==> src/rtl/oscill_pkg.sv <==
// Shared oscilloscope definitions: datapath widths, measurement FSM states,
// system colour constants and the Vpp scaling helper.
package oscill_pkg;

  localparam int ADC_W  = 8;
  localparam int VFF_W  = 12;
  localparam int FREQ_W = 20;

  typedef logic [0:0] meas_state_t;
  localparam meas_state_t GATE   = 1'b0;
  localparam meas_state_t UPDATE = 1'b1;

  // RGB565 colours used by the display path
  localparam logic [15:0] COLOR_BLACK  = 16'h0000;
  localparam logic [15:0] COLOR_WHITE  = 16'hFFFF;
  localparam logic [15:0] COLOR_YELLOW = 16'hFFE0;
  localparam logic [15:0] COLOR_GREEN  = 16'h07E0;

  // Peak-to-peak code span to millivolts, truncating and saturating to 12 bits
  function automatic logic [VFF_W-1:0] vpp_mv(input logic [ADC_W-1:0] amp,
                                              input logic [12:0] vfs);
    logic [20:0] prod;
    logic [12:0] shifted;
    prod    = 21'(amp) * 21'(vfs);
    shifted = prod[20:8];
    if (shifted > 13'd4095) begin
      vpp_mv = 12'd4095;
    end else begin
      vpp_mv = shifted[11:0];
    end
  endfunction

endpackage

==> src/rtl/meas_xing_det.sv <==
// Hysteresis rising-crossing detector with a saturating crossing counter.
// The LOW/HIGH state survives clear so crossings are not double-counted at gate edges.
module meas_xing_det
  import oscill_pkg::*;
#(
  parameter int HYST = 8
) (
  input  logic              clk,
  input  logic              rst_n,
  input  logic [ADC_W-1:0]  sample,
  input  logic [ADC_W-1:0]  thr,
  input  logic              clear,
  input  logic              en,
  output logic [FREQ_W-1:0] count
);

  logic              high_r;
  logic [FREQ_W-1:0] count_r;
  logic [8:0]        hi_sum_s;
  logic [8:0]        lo_diff_s;
  logic [ADC_W-1:0]  hi_lvl_s;
  logic [ADC_W-1:0]  lo_lvl_s;

  // Band edges clamp to the code range; a borrow in the 9-bit difference means below zero
  assign hi_sum_s  = {1'b0, thr} + 9'(HYST);
  assign lo_diff_s = {1'b0, thr} - 9'(HYST);
  assign hi_lvl_s  = hi_sum_s[8]  ? 8'd255 : hi_sum_s[7:0];
  assign lo_lvl_s  = lo_diff_s[8] ? 8'd0   : lo_diff_s[7:0];

  // Crossing state machine and counter
  always_ff @(posedge clk or negedge rst_n) begin
    if (!rst_n) begin
      high_r  <= 1'b0;
      count_r <= '0;
    end else if (clear) begin
      count_r <= '0;
    end else if (en) begin
      if (!high_r && (sample >= hi_lvl_s)) begin
        high_r <= 1'b1;
        if (count_r != {FREQ_W{1'b1}}) begin
          count_r <= count_r + FREQ_W'(1);
        end
      end else if (high_r && (sample <= lo_lvl_s)) begin
        high_r <= 1'b0;
      end
    end
  end

  assign count = count_r;

endmodule

==> src/rtl/meas_vff_freq.sv <==
// Gated Vpp / frequency measurement on the ADC stream (clk_32M domain).
// Optional MEAS_AVG_EN: data_vff becomes the mean of the last four gate results.
module meas_vff_freq
  import oscill_pkg::*;
#(
  parameter int GATE_CYCLES = 32000000,
  parameter int VFS_MV      = 3300,
  parameter int HYST        = 8,
  parameter int MIN_AMP     = 16
) (
  input  logic              clk_meas,
  input  logic              rst_n_meas,
  input  logic [ADC_W-1:0]  ad_data,
  output logic [VFF_W-1:0]  data_vff,
  output logic [FREQ_W-1:0] data_freq,
  output logic              data_valid
);

  localparam int CNT_W = $clog2(GATE_CYCLES + 1);
  localparam logic [CNT_W-1:0] LAST_CNT = CNT_W'(GATE_CYCLES - 1);

  meas_state_t       state_r;
  logic [CNT_W-1:0]  gate_cnt_r;
  logic [ADC_W-1:0]  cur_max_r;
  logic [ADC_W-1:0]  cur_min_r;
  logic [ADC_W-1:0]  thr_r;
  logic [ADC_W-1:0]  amp_s;
  logic [8:0]        mid_sum_s;
  logic [VFF_W-1:0]  vpp_s;
  logic [VFF_W-1:0]  vff_s;
  logic [FREQ_W-1:0] count_s;
  logic [FREQ_W-1:0] freq_s;

  meas_xing_det #(.HYST(HYST)) u_xing (
    .clk    (clk_meas),
    .rst_n  (rst_n_meas),
    .sample (ad_data),
    .thr    (thr_r),
    .clear  (state_r == UPDATE),
    .en     (state_r == GATE),
    .count  (count_s)
  );

  assign amp_s     = cur_max_r - cur_min_r;
  assign mid_sum_s = {1'b0, cur_max_r} + {1'b0, cur_min_r};
  assign vpp_s     = vpp_mv(amp_s, 13'(VFS_MV));
  assign freq_s    = (amp_s < 8'(MIN_AMP)) ? '0 : count_s;

`ifdef MEAS_AVG_EN
  logic [VFF_W-1:0] hist_r [3];
  logic [13:0]      sum_s;

  assign sum_s = 14'(vpp_s) + 14'(hist_r[0]) + 14'(hist_r[1]) + 14'(hist_r[2]);
  assign vff_s = sum_s[13:2];

  // Vpp history of the three previous gates
  always_ff @(posedge clk_meas or negedge rst_n_meas) begin
    if (!rst_n_meas) begin
      hist_r[0] <= '0;
      hist_r[1] <= '0;
      hist_r[2] <= '0;
    end else if (state_r == UPDATE) begin
      hist_r[0] <= vpp_s;
      hist_r[1] <= hist_r[0];
      hist_r[2] <= hist_r[1];
    end
  end
`else
  assign vff_s = vpp_s;
`endif

  // Gate sequencing, min/max tracking and result registers
  always_ff @(posedge clk_meas or negedge rst_n_meas) begin
    if (!rst_n_meas) begin
      state_r    <= GATE;
      gate_cnt_r <= '0;
      cur_max_r  <= 8'd0;
      cur_min_r  <= 8'd255;
      thr_r      <= 8'd128;
      data_vff   <= '0;
      data_freq  <= '0;
      data_valid <= 1'b0;
    end else begin
      data_valid <= 1'b0;
      case (state_r)
        GATE: begin
          if (ad_data > cur_max_r) begin
            cur_max_r <= ad_data;
          end
          if (ad_data < cur_min_r) begin
            cur_min_r <= ad_data;
          end
          gate_cnt_r <= gate_cnt_r + CNT_W'(1);
          if (gate_cnt_r == LAST_CNT) begin
            state_r <= UPDATE;
          end
        end
        UPDATE: begin
          data_vff   <= vff_s;
          data_freq  <= freq_s;
          data_valid <= 1'b1;
          thr_r      <= mid_sum_s[8:1];
          cur_max_r  <= 8'd0;
          cur_min_r  <= 8'd255;
          gate_cnt_r <= '0;
          state_r    <= GATE;
        end
        default: begin
          state_r <= GATE;
        end
      endcase
    end
  end

endmodule

==> config.mk <==
export PLATFORM = sky130hd
export DESIGN_NAME = meas_vff_freq
export DESIGN_NICKNAME = d
export VERILOG_FILES = /design/src/rtl/oscill_pkg.sv /design/src/rtl/meas_xing_det.sv /design/src/rtl/meas_vff_freq.sv
export SDC_FILE = /design/constraint.sdc
export NUM_CORES = 1
export LEC_CHECK = 0
export BUFFER_PORTS_ARGS = -buffer_cell sky130_fd_sc_hd__buf_2
export CAP_MARGIN = 10
export CORE_MARGIN = 2
export CORE_UTILIZATION = 38
export DETAILED_ROUTE_END_ITERATION = 8
export GPL_TIMING_DRIVEN = 0
export PLACE_DENSITY_LB_ADDON = 0.12
export SLEW_MARGIN = 40
export SYNTH_ARGS = -nofsm -noshare
export SYNTH_HDL_FRONTEND = slang
export SYNTH_SLANG_ARGS = --single-unit
export TNS_END_PERCENT = 20
==> constraint.sdc <==
create_clock -name clk_meas -period 9.11 [get_ports clk_meas]
set_input_delay 1.822 -clock clk_meas [delete_from_list [all_inputs] [get_ports clk_meas]]
set_output_delay 1.822 -clock clk_meas [all_outputs]
set_load 0.01 [all_outputs]
Word level (Yosys, flattened, before mapping)
Index checks and enable logic that the tools add are counted.

storage, ports and cells
  flip-flop bits (word level) = 104
  bits of input ports = 10
  output and inout bits = 33

cells by class
  add/sub/neg operators = 6
  multiply operators = 1
  order comparisons = 5
  equal/unequal tests = 4
  mux-type cells = 16
  bitwise logic cells = 1
  reductions and logical operators = 8

operators by type and width
  kind                                                                   number
  20-bit two-way mux                                                     4
  25-bit one-hot mux with 2 select lines                                 1
  8-bit two-way mux                                                      4
  8-bit one-hot mux with 2 select lines                                  2
  25-bit by 1-bit adder with 25-bit output (second input constant)       1
  25-bit == test (second input constant)                                 1
  20-bit by 1-bit adder with 20-bit output (second input constant)       1
  20-bit != test (second input constant)                                 1
  8-bit by 10-bit multiplier with 18-bit output (second input constant)  1
  8-bit by 4-bit adder with 9-bit output (second input constant)         1
  8-bit by 8-bit adder with 9-bit output                                 1
  8-bit by 4-bit subtractor with 9-bit output (second input constant)    1
  8-bit greater-or-equal comparator                                      1
  8-bit greater-than comparator                                          1
  8-bit <= comparator                                                    1
  8-bit by 5-bit < comparator with 1-bit output (second input constant)  1
  8-bit < comparator                                                     1
  8-bit subtractor                                                       1
  2-bit nonzero test                                                     3
  1-bit two-way mux                                                      4
  2-bit != test (second input constant)                                  2
  2-bit AND reduction                                                    2
  1-bit logical AND                                                      2
  1-bit one-hot mux with 2 select lines                                  1
  2 further kinds                                                        2

Depth between registers and ports, before layout
  word-level depth = 6
  depth in mapped cells = 24
  mapped depth without buffers = 23

Cells and area by module
From an unflattened synthesis, not the netlist that was laid out.

second synthesis, totals
  cells, all modules = 805
  area, all modules = 7603.5 um^2

modules (own cells, without submodules)
  module         times used  cells each  area an instance (um^2)  seq. area each (um^2)
  meas_vff_freq  1           600         5826.8                   2088.3
  meas_xing_det  1           205         1776.7                   525.5

Worst setup path after synthesis
No wires, ideal clock.

  kind = register to register
  start point = register cur_min_r[1]
  end point = register data_vff[7]
  setup time = 0.125 ns
  arrival time = 5.282 ns
  setup slack = 3.703 ns
  stages on the path, launching flop included = 21
  path buffers = 0
  period minus slack after synthesis = 5.407 ns
  cell sequence = dfstp_2 > inv_1 > ha_1 > nor2b_1 > o31ai_1 > nand2b_1 > a21o_1 > a31oi_1 > xnor2_1 > fa_1 > inv_1 > fa_1 > fa_1 > fa_1 > inv_1 > ha_1 > o21ai_0 > a21o_1 > a21oi_1 > xor2_1 > mux2_2

between the ends
  cells in the longest elaborated chain, start to end = 2

ends and longest elaborated chain
  item                                           line                 text
  start: declaration                             meas_vff_freq.sv:25  logic [ADC_W-1:0] cur_min_r;
  start signal: assignment                       meas_vff_freq.sv:91  cur_min_r <= ad_data;
  8-bit subtractor                               meas_vff_freq.sv:44  assign amp_s = cur_max_r - cur_min_r;
  8-bit by 10-bit multiplier with 18-bit output  oscill_pkg.sv:24     prod = 21'(amp) * 21'(vfs);
  end signal: assignment                         meas_vff_freq.sv:99  data_vff <= vff_s;
  end: declaration                               meas_vff_freq.sv:14  output logic [VFF_W-1:0] data_vff,

No other way between the ends.
A chain may end at the register's enable or synchronous reset.

Worst setup path after layout
Same ends and word-level chain as after synthesis.

==> results.md <==
- Reg area: 0.00261 sq mm
- Nets: 971
- Post-CTS Resized: 0
- Seq cells post-synth: 104
- CTS Buf Count: 9
- Remaining global-route overflow: 0
- Cell Area, Synth: 0.00756 sq mm
- RSZ-0062 raised after global routing: false
- Drt pass-1 iters: 4
- Slowest cell on the critical path: fa_1
- Yosys top cell area share: 31.4%
- Delay-heaviest family, CP: adder cells
- Setup TNS: 0 ps
- Starting density of the core: 38.8%
- CP Cell Sequence: inv_1, ha_1, nor2b_1, o31ai_1, nand2b_1, a21o_1, a31oi_1, xnor2_1, fa_1, inv_1, fa_1, fa_1, fa_1, inv_1, ha_1, o21ai_0, a21o_1, a21oi_1, xor2_1, mux2_2
- # clock sinks: 104
- Origin of the worst setup path: cur_min_r[1]
- Worst Path Arrival: 6250 ps
- Number of synthesized flops with an enable pin: 0
- Final-report max-slew violation count: 0
- Setup crit end: data_vff[7]
- DR DRC count: 0
- Post-synth ARST share: 100%
- Final setup fails: 0
- Syn Area/Cell: 9.49 sq um
- Clock Tree Buf Depth: 2
- Crit path largest cell delay: 570 ps
- P&R area growth vs syn: 11.5%
- CP Buf/Inv Count: 3
- Drt initial violations: 287
- Outcome: finished, final reports clean
- Initial antenna violation count: 0
- R2R depth: 20
- H-tree levels: 3
- Reg-to-reg slack, setup: 3100 ps
- Vias in the first global route: 5876
- RePlAce Congestion: 0.816
- Fmax: 166 MHz
- Clk slew on worst S/H paths: 80 ps
- Syn Nets: 917
- Die area: 0.0210 sq mm
- Cts hold-fix bufs: 0
- Area contributors post-synth: dfrtp_1 31%, ha_1 15%, fa_1 5.3%
- CTS tree: built
- Worst Tran Pin Value: 789 ps
- Largest net degree at the start of global routing: 74
- Final WL: 18.6 mm
- Most frequent CP cell: fa_1
- Chip Width: 145 microns
- Max_cap viols: 0
- CORE AREA: 0.0195 sq mm
- Final period util: 65.9%
- Via density per instance: 5.27
- CP Capture Type: flip-flop
- Crit-path max FO: 4
- Synth unique cells: 63
- Syn Inst Count: 797
- Root buffer cell: clkbuf_16
- Main synth FF type: dfrtp_1
- Core Rows: 51
- Final min period: 6010 ps
- Synth warn: 0
- Worst setup SP type: flip-flop
- Seq/Total Area, Yosys: 34.6%
- Final hold violations: 0
- WL/cell: 16.6 microns
- Clock Skew: 13.0 ps
- ANT nets after route: 0
- Gr usage total: 18.0%
- Worst path depth: 20
- DR vias: 5906
- # fillers: 1890
- N_diodes: 0
- Commonest cells after routing, fill and taps aside: 95 x dfrtp_1, 90 x ha_1, 68 x nor2_1
- Yosys top cell by area: dfrtp_1
- Worst r2r dst: data_vff[7]
- WP data required: 9350 ps
- IO Pins: 43
- Share of cells above drive strength 1: 10.9%
- Area of the multi-input gates: 0.00455 sq mm
- Max_slew headroom: 47.4%
- Commonest non-fill, non-tap cell in the layout: dfrtp_1
- IO buf count: 42
- Detailed Place HPWL: 14.0 mm
- Final core occ: 43.3%
- First-pass GRT wire length: 30.8 mm
- Die height: 145 microns
- Post-CTS Setup Bufs: 0
- Worst-Skew Late Latency: 360 ps
- RR Startpoint: cur_min_r[1]
- CP Class: reg2reg
- Hold WC Path Type: reg2reg
==> layer usage <==
layer / track usage [%] / wire (microns)
met3: 2.23 / 682
met2: 28.5 / 8280
met4: 4.65 / 229
met5: 0 / 0
met1: 26.2 / 9360
==> final cells by class <==
cell class,instances,area share (%)
clock inverters,6,0.713
multi-input cells,590,53.9
well taps,265,3.93
plain buffers,35,1.72
inverters,68,3.03
flip-flops and latches,104,31.0
repair buffers,43,2.94
clock buffers,10,2.72
==> cell usage after synthesis, types with 8 or more instances <==
library cell and n:
dfrtp_1 95, ha_1 90, nor2_1 68, inv_1 67, nand2_1 49, a21oi_1 40
nand3_1 25, o21ai_0 25, xnor2_1 23, nand4_1 22, clkbuf_1 21, a22o_1 20
fa_1 20, mux2i_1 18, xor2_1 18, or3_1 15, a21o_1 14, nor3_1 12
o21a_1 12, and3_1 11, dfstp_2 9, nor2b_1 9, nand2b_1 8
==> per-stage QoR <==
step / setup slack [ps] / cells / cell area (sq um) / hold slack (ps)
5_1_grt: 2770 / 1121 / 8430 / 447
4_1_cts: 3070 / 1121 / 8430 / 416
3_5_place_dp: 3070 / 1105 / 8140 / 397
6_report: 3100 / 1121 / 8430 / 410
3_3_place_gp: 3130 / 1104 / 8100 / 408
2_1_floorplan: 3700 / 797 / 7560 / 379
==> cell families after synthesis <==
group                    after synthesis  synth area share, %
AND/OR/NAND/NOR                      260                 17.7
buffers and inverters                103                 5.30
XOR/XNOR                              41                 4.75
adder cells (fa/ha/maj)              110                 20.2
AO/OA/AOI/OAI                        155                 14.3
multiplexers                          24                 3.28
flip-flops                           104                 34.6
==> worst min path at each step <==
| stage | from | depth (start not counted) | slack [ps] | to |
|---|---|---|---|---|
| 6_report | state_r | 0 | 410 | data_valid |
| 5_1_grt | state_r | 0 | 450 | data_valid |
| 4_1_cts | state_r | 0 | 420 | data_valid |
| 3_5_place_dp | state_r | 0 | 400 | data_valid |
| 3_3_place_gp | state_r | 0 | 410 | data_valid |
| 2_1_floorplan | state_r | 0 | 380 | data_valid |
==> worst register-to-register path, stage by stage (launching register included) <==
cell and delay (ps):
dfstp_2 550, inv_1 110, ha_1 310, nor2b_1 140
o31ai_1 350, nand2b_1 120, a21o_1 220, a31oi_1 310
xnor2_1 220, fa_1 580, inv_1 50, fa_1 470
fa_1 520, fa_1 540, inv_1 40, ha_1 360
o21ai_0 110, a21o_1 200, a21oi_1 300, xor2_1 130
mux2_2 270
==> registers in the layout, summed over array words and instances (netlist names) <==
signal / flops
data_freq: 20
u_xing.high_r: 1
thr_r: 8
state_r: 1
gate_cnt_r: 25
cur_min_r: 8
data_valid: 1
cur_max_r: 8
data_vff: 12
u_xing.count: 20
Power is not shown: default switching activity piles up to over one toggle a cycle in this logic, so the estimate is an artifact.
